File: config.mk
export PLATFORM = sky130hd
export DESIGN_NAME = hazard_ctrl
export DESIGN_NICKNAME = d
export VERILOG_FILES = /design/src/rtl/hazard_ctrl.sv
export SDC_FILE = /design/constraint.sdc
export NUM_CORES = 1
export LEC_CHECK = 0
export CORE_ASPECT_RATIO = 1.5
export CORE_MARGIN = 2
export CORE_UTILIZATION = 48
export CTS_CLUSTER_SIZE = 14
export DETAILED_ROUTE_END_ITERATION = 12
export PLACE_DENSITY = 0.92
export SLEW_MARGIN = 20
export SYNTH_ARGS = -nofsm -noshare
export SYNTH_HDL_FRONTEND = slang
export SYNTH_SLANG_ARGS = --single-unit
File: constraint.sdc
create_clock -name clk -period 2.96 [get_ports clk]
set_input_delay 0.444 -clock clk [delete_from_list [all_inputs] [get_ports clk]]
set_output_delay 0.444 -clock clk [all_outputs]
set_load 0.005 [all_outputs]
File: src/rtl/hazard_ctrl.sv
// Pipeline hazard controller: load-use interlock, multi-cycle multiply
// sequencing, data-miss stalls, branch flush and operand bypass selection.
//
// state    | meaning
// ---------+-----------------------------------------------------------
// RUN      | normal issue; load-use bubbles inserted here
// MUL_WAIT | multiply occupying execute, cnt counts remaining stall cycles
// MEM_WAIT | data-memory miss outstanding, whole pipe frozen
module hazard_ctrl #(
  parameter int MUL_LAT = 4
) (
  input  logic        clk,
  input  logic        reset,
  input  logic [4:0]  rsD,
  input  logic [4:0]  rtD,
  input  logic [4:0]  rsE,
  input  logic [4:0]  rtE,
  input  logic [4:0]  writeRegE,
  input  logic [4:0]  writeRegM,
  input  logic [4:0]  writeRegW,
  input  logic        regWriteE,
  input  logic        regWriteM,
  input  logic        regWriteW,
  input  logic        memToRegE,
  input  logic        mulStartE,
  input  logic        pcSrcD,
  input  logic        dmissM,
  input  logic        dreadyM,
  output logic        stallF,
  output logic        stallD,
  output logic        stallE,
  output logic        stallM,
  output logic        flushD,
  output logic        flushE,
  output logic [1:0]  forwardAE,
  output logic [1:0]  forwardBE,
  output logic        mulDoneE,
  output logic        busy,
  output logic [31:0] stallCount
);

  typedef enum logic [1:0] {
    RUN      = 2'd0,
    MUL_WAIT = 2'd1,
    MEM_WAIT = 2'd2
  } state_t;

  // The cycle that launches the multiply is itself a stall cycle, so the
  // counter starts one below the latency.
  localparam logic [3:0] MUL_CNT_INIT = 4'(MUL_LAT - 1);

  state_t      state_q, state_d;
  logic [3:0]  cnt_q, cnt_d;
  logic [31:0] stall_cnt_q;

  logic mem_wait;
  logic load_use;
  logic stall_f, stall_d, stall_e, stall_m;
  logic flush_e;
  logic mul_done;

  // Hazard conditions derived directly from the pipeline inputs.
  always_comb begin
    mem_wait = dmissM & ~dreadyM;
    load_use = memToRegE & regWriteE & (writeRegE != 5'd0) &
               ((writeRegE == rsD) | (writeRegE == rtD));
  end

  // Next-state and stall/flush decode; outputs depend on the current inputs.
  always_comb begin
    state_d  = state_q;
    cnt_d    = cnt_q;
    stall_f  = 1'b0;
    stall_d  = 1'b0;
    stall_e  = 1'b0;
    stall_m  = 1'b0;
    flush_e  = 1'b0;
    mul_done = 1'b0;
    case (state_q)
      RUN: begin
        if (mem_wait) begin
          stall_f = 1'b1;
          stall_d = 1'b1;
          stall_e = 1'b1;
          stall_m = 1'b1;
          state_d = MEM_WAIT;
        end else if (mulStartE) begin
          stall_f = 1'b1;
          stall_d = 1'b1;
          stall_e = 1'b1;
          cnt_d   = MUL_CNT_INIT;
          state_d = MUL_WAIT;
        end else if (load_use) begin
          stall_f = 1'b1;
          stall_d = 1'b1;
          flush_e = 1'b1;
        end
      end
      MUL_WAIT: begin
        if (cnt_q != 4'd0) begin
          stall_f = 1'b1;
          stall_d = 1'b1;
          stall_e = 1'b1;
          stall_m = mem_wait;
          cnt_d   = cnt_q - 4'd1;
        end else if (mem_wait) begin
          // Result is ready but the memory stage is blocked: hold it back.
          stall_f = 1'b1;
          stall_d = 1'b1;
          stall_e = 1'b1;
          stall_m = 1'b1;
        end else begin
          mul_done = 1'b1;
          state_d  = RUN;
        end
      end
      MEM_WAIT: begin
        if (mem_wait) begin
          stall_f = 1'b1;
          stall_d = 1'b1;
          stall_e = 1'b1;
          stall_m = 1'b1;
        end else begin
          state_d = RUN;
        end
      end
      default: begin
        state_d = RUN;
        cnt_d   = 4'd0;
      end
    endcase
  end

  // Operand bypass: memory stage result is newer, so it wins over writeback.
  always_comb begin
    forwardAE = 2'b00;
    forwardBE = 2'b00;
    if (regWriteM && (writeRegM != 5'd0) && (writeRegM == rsE)) begin
      forwardAE = 2'b10;
    end else if (regWriteW && (writeRegW != 5'd0) && (writeRegW == rsE)) begin
      forwardAE = 2'b01;
    end
    if (regWriteM && (writeRegM != 5'd0) && (writeRegM == rtE)) begin
      forwardBE = 2'b10;
    end else if (regWriteW && (writeRegW != 5'd0) && (writeRegW == rtE)) begin
      forwardBE = 2'b01;
    end
  end

  // State, multiply counter and saturating stall-cycle counter.
  always_ff @(posedge clk or posedge reset) begin
    if (reset) begin
      state_q     <= RUN;
      cnt_q       <= 4'd0;
      stall_cnt_q <= 32'd0;
    end else begin
      state_q <= state_d;
      cnt_q   <= cnt_d;
      if (stall_f && (stall_cnt_q != 32'hFFFF_FFFF)) begin
        stall_cnt_q <= stall_cnt_q + 32'd1;
      end
    end
  end

  assign stallF     = stall_f;
  assign stallD     = stall_d;
  assign stallE     = stall_e;
  assign stallM     = stall_m;
  // A stalled decode stage keeps its instruction, so it must not be flushed.
  assign flushD     = pcSrcD & ~stall_d;
  assign flushE     = flush_e;
  assign mulDoneE   = mul_done;
  assign busy       = (state_q != RUN);
  assign stallCount = stall_cnt_q;

endmodule

==> impl_metrics.csv <==
group,metric,value,unit
outcome,status,"finished clean",
setup_path,path_buf_inv,2,
placement,dpl_cell_area,3457,um2
cts,cts_num_sinks,38,
layout,register_area,950.9,um2
sta,tns,0,ps
layout,instances_no_fill,428,
setup_path,cp-start-kind,"flop",
cts,insertion_delay,290,ps
cts,post_cts_buffers,0,
hold_path,worstHoldPathCells,1,
placement,dp.cells,421,
cts,clkTransAtPathRegs,70,ps
sta,period_share,96.27,%
global_routing,grt_pass1_vias,2352,
cts,htreeDepth,2,
synth,synthCells,259,
sta,finalSetupViolations,0,
detailed_routing,firstDrtPassIters,4,
layout,design_area,3577,um2
synth,synth_cell_type_count,34,
global_routing,grt_pass1_wl,10260,um
synth,synth-async-reset-ratio,100.0,%
detailed_routing,avgViaCountPerCell,5.402,
layout,syn2layout_area_growth,47.52,%
placement,numPortBuffers,88,
layout,multi_input_area,1419,um2
sta,period_needed,2850,ps
detailed_routing,num_vias,2312,
sta,worst_slew_pin_slew,651.8,ps
synth,yosysWarnings,0,
setup_path,cp_max_fo,7,
detailed_routing,totalWireLength,6467,um
synth,netlist_area,2425,um2
sta,worst_clock_skew,8.309,ps
synth,synth_top_cell_by_area,"dfrtp_1",
sta,maxSlewHeadroom,56.55,%
global_routing,overflow,0,
synth,synth_top_cell_area_share,39.22,%
cts,cts_tree,"built",
synth,syn_nets,311,
sta,max_freq,0.3509,GHz
pwr,power.total,2.001,mW
layout,layout-drive-gt1-share,9.116,%
layout,utilization,73.78,%
synth,ys_ff_latch,38,
pwr,leakagePower,1.509,nW
synth,synth-seq-area-share,39.22,%
pwr,powerDensity,559.3,nW/um2
synth,syn_avg_cell_area,9.362,um2
floorplanning,core-area,4848,um2
hold_path,hold_path.class,"flop to flop",
layout,n_antenna_cell,0,
synth,yosysMostFrequentCell,"xnor2_1",
synth,synth_edf_count,0,
floorplanning,ios,89,
detailed_routing,drtIter0Drc,108,
global_routing,grtUsageTotal,23.91,%
setup_path,arrival,2410,ps
setup_path,worst_r2r_path_depth,8,
run,maxCapViolCount,0,
setup_path,crit_path_top_delay_cell,"clkdlybuf4s50_1",
global_routing,antenna_found_initial,0,
pwr,peakVddDrop,0.3164,mV
setup_path,path_class,"flop to output port",
synth,yosys-top-cells-count,"47 x xnor2_1, 38 x dfrtp_1, 26 x nand2_1",
global_routing,grt_max_degree,39,
placement,hpwlAfterDp,5055,um
floorplanning,dieArea,5648,um2
setup_path,path_depth,6,
setup_path,slowest_delay,560,ps
cts,cts.path.max_buffers,2,
setup_path,end_kind,"output port",
layout,fill_cells,330,
setup_path,crit_chain,"inv_1 > ha_1 > nor3_1 > a311oi_1 > a41o_4 > clkdlybuf4s50_1",
detailed_routing,postRouteAntennaNets,0,
sta,hold_violations,0,
setup_path,critPathRequiredTime,2520,ps
placement,gp_congestion,0.8415,
detailed_routing,drc,0,
floorplanning,rows,31,
sta,finalMaxSlewViolations,0,
floorplanning,chipWidth,62.03,um
setup_path,cp_top_family,"buffers and inverters",
layout,nNetsFinal,414,
synth,synthFlopType,"dfrtp_1",
floorplanning,start_util,50.01,%
cts,cts_root_buf,"clkbuf_8",
cts,numCtsBuffers,5,
synth,synth.area.top_cells,"dfrtp_1 39%, xnor2_1 17%, xor2_1 5.8%, nand2_1 4.0%, and3_1 3.6%",
detailed_routing,wl_per_cell,15.11,um
floorplanning,die_h,91.05,um
## power by group
group          internal, mW  switching [mW]  leakage, nW
combinational         0.499           0.490        0.954
sequential            0.601          0.0809        0.511
clock                 0.158           0.172       0.0438
## through the flow
stage                     hold slack, ps  setup WS [ps]
after floorplan                    480.6          798.3
after global placement             472.6         -18.83
after detailed placement           486.0         -138.5
after CTS                          495.9          7.824
after global routing               526.7         -13.46
final                              495.0          110.5
## routing by layer
metal,wire [um],global-route usage (%),vias up
li1,-,-,1107
met3,394,6.553,22
met2,3614,42.88,90
met1,2184,23.90,1093
met5,0,0,-
met4,273,10.64,0
## flip-flops by register name (all words and copies together) (netlist names)
name,count
stallCount,32
cnt_q,4
state_q,2
## cell type report
cell class,count,share of cell area (%)
well taps,66,2.308
multi-input cells,202,39.66
clock inverters,2,0.2798
flip-flops and latches,38,26.58
repair buffers,105,28.19
inverters,10,1.049
clock buffers,5,1.924
## cells by family after synthesis
| logic type | count (synthesis) | share of synthesized area [%] |
|---|---|---|
| muxes | 1 | 0.4644 |
| DFF | 38 | 39.22 |
| xor gates and xnor gates | 63 | 22.76 |
| and+or+nand+nor | 113 | 24.97 |
| buffers and inverters | 19 | 3.973 |
| AOI/OAI and AO/OA | 18 | 5.005 |
| adders and majority gates | 7 | 3.612 |
## path summary, 6_finish.rpt
path / end / slack [ps] / startpoint
max reg2reg: stallCount[1] / 660 / state_q[1]
min in group asynchronous: stallCount[31] / 570 / reset
min reg2reg: stallCount[19] / 500 / stallCount[19]
max: stallD / 110 / state_q[1]
max in group asynchronous: stallCount[25] / 2070 / reset
min: stallCount[19] / 500 / stallCount[19]
## cell usage in the layout, fill, tap and decap left out, types with 2 or more instances in the layout
master,count
nor2_1,13
and4_1,5
nand4_1,14
clkdlybuf4s50_1,85
dfrtp_1,38
nor4_2,2
dlygate4sd2_1,2
clkbuf_8,5
or4_1,3
and3_1,14
nand2_1,26
nor4_1,2
nor3_1,7
and2_1,2
a21oi_1,3
inv_1,10
o21ai_0,6
xnor2_1,47
buf_4,17
ha_1,6
nand3_1,17
clkinv_2,2
xor2_1,16
o311a_1,2
## repair_timing
| action | CTS | global route |
|---|---|---|
| gates resized for setup | 6 | 5 |
| endpoints found under the setup margin | 3 | 4 |
| hold endpoints to repair | 0 | 0 |
| pin swaps | 1 | 0 |
| hold buffers | 0 | 0 |
No activity file was read; power rests on OpenSTA's default activity.
==> edit (same settings) <==
Encoding of `state_t`: now one-hot (3 bits for 3 states).
--- a/src/rtl/hazard_ctrl.sv
+++ b/src/rtl/hazard_ctrl.sv
@@ -40,8 +40,8 @@
 );
 
-  typedef enum logic [1:0] {
-    RUN      = 2'd0,
-    MUL_WAIT = 2'd1,
-    MEM_WAIT = 2'd2
+  typedef enum logic [2:0] {
+    RUN      = 3'b001,
+    MUL_WAIT = 3'b010,
+    MEM_WAIT = 3'b100
   } state_t;
 
Formal check against the unedited RTL: no difference found for any inputs over 10 cycles, from zero or initial values and one cycle with reset high; not proved beyond that.
==> edit against the unedited design <==
Worst setup slack got worse by 0.072 ns. Routed wire length increased by 1.1%. Die area increased by 4.8%. Sequential power increased by 25%. Final area increased by 2.9%. Non-clock buffer count decreased by 1. Highest routed layer unchanged. Area after synthesis increased by 5.1%. Count of clock-buffer cells in the layout increased by 1. Total power increased by 14%. Sequential cell count increased by 1.
==> edit: results <==
set metrics [dict create \
    buf_share 0.2705 \
    drt_iter0_markers 55 \
    reg2reg_depth 11 \
    yosys.area_share.adder 0.01473 \
    finalPower_uw 2279 \
    highest_layer "met4" \
    whs_endpoint "stallCount[7]" \
    min_from "stallCount[7]" \
    grt.met2_usage 0.4342 \
    nets 401 \
    skew_ns 0.005926 \
    inv_count 8 \
    crit_start "writeRegE[2]" \
    met3_usage 0.07581 \
    n_fill_cell 391 \
    wl_per_cell_um 15.49 \
    gp_congestion 0.8728 \
    clock_area_frac 0.02311 \
    seq_area_frac_synth 0.3836 \
    grt_pass1_wl_mm 10.45 \
    largest_reg_flops 32 \
    met3_length_um 468 \
    seq_share 0.2654 \
    cp_data_arrival_time_ns 2.48 \
    cellLeakagePower_uw 0.001480 \
    clock_buffers 6 \
    peakVddDrop_mv 0.4522 \
    cp-endpoint "flushD" \
    syn-num-nets 298 \
    cp_max_fo 3 \
    reg2reg_setup_slack_ns 0.37 \
    multi_input_area_sq_mm 0.001509 \
    slew_headroom 0.6591 \
    r2r-start "cnt_q[0]" \
    synth_compound_area_frac 0.06139 \
    crit_path_max_incr_delay_ns 0.50 \
    setup_ws_ns 0.03821 \
    p_seq_uw 853 \
    grt_use_met1 0.2161 \
    pg_comb_uw 1070 \
    place_ws_ns -0.1498 \
    met2WireLength_mm 3.661 \
    buffers_excl_clock 104 \
    grt_start_max_net_pins 40 \
    yosys-top-cells-area "dfrtp_1, xor2_1, xnor2_1, nor3_1, nand3_1" \
    met1Wirelength_mm 2.243 \
    post_drt_via_cell_ratio 5.448 \
    synthXorXnorAreaFrac 0.2200 \
    nMultiInputCombCells 195 \
    dr.pass1.iters 4 \
    holdWs_ns 0.4954 \
    synthTopCellsByCount "xor2_1, dfrtp_1, xnor2_1, nor3_1, nand3_1" \
    post_synth_mux_area_share 0.004420 \
    outcome "finished clean" \
    drive_gt1_frac 0.1328 \
    netlist-cell-type-count 50 \
]
==> edit: cell count changes in the layout (fill, tap and decap cells not counted), sizes merged, moves of 7 or more <==
| cell | before | now |
|---|---|---|
| and3 | 14 | 5 |
| nand2 | 26 | 11 |
| nand4 | 15 | 8 |
| nor3 | 7 | 16 |
| xnor2 | 47 | 22 |
| xor2 | 16 | 42 |
==> edit: timing repair <==
action | in CTS | in global routing
endpoints found under the setup margin | 3 | 4
pin swaps | 3 | 2
cloned | 0 | 0
buffers inserted | 1 | 1
hold buffers | 0 | 0
resized for setup | 8 | 6
==> edit: per-stage QoR <==
stage | cell area, sq um | cells | util
finish | 3682 | 422 | 0.7185
global route | 3682 | 422 | 0.7185
CTS | 3656 | 421 | 0.7134
detailed placement | 3552 | 412 | 0.6931
global placement | 3552 | 412 | 0.6931
floorplan | 2547 | 250 | -
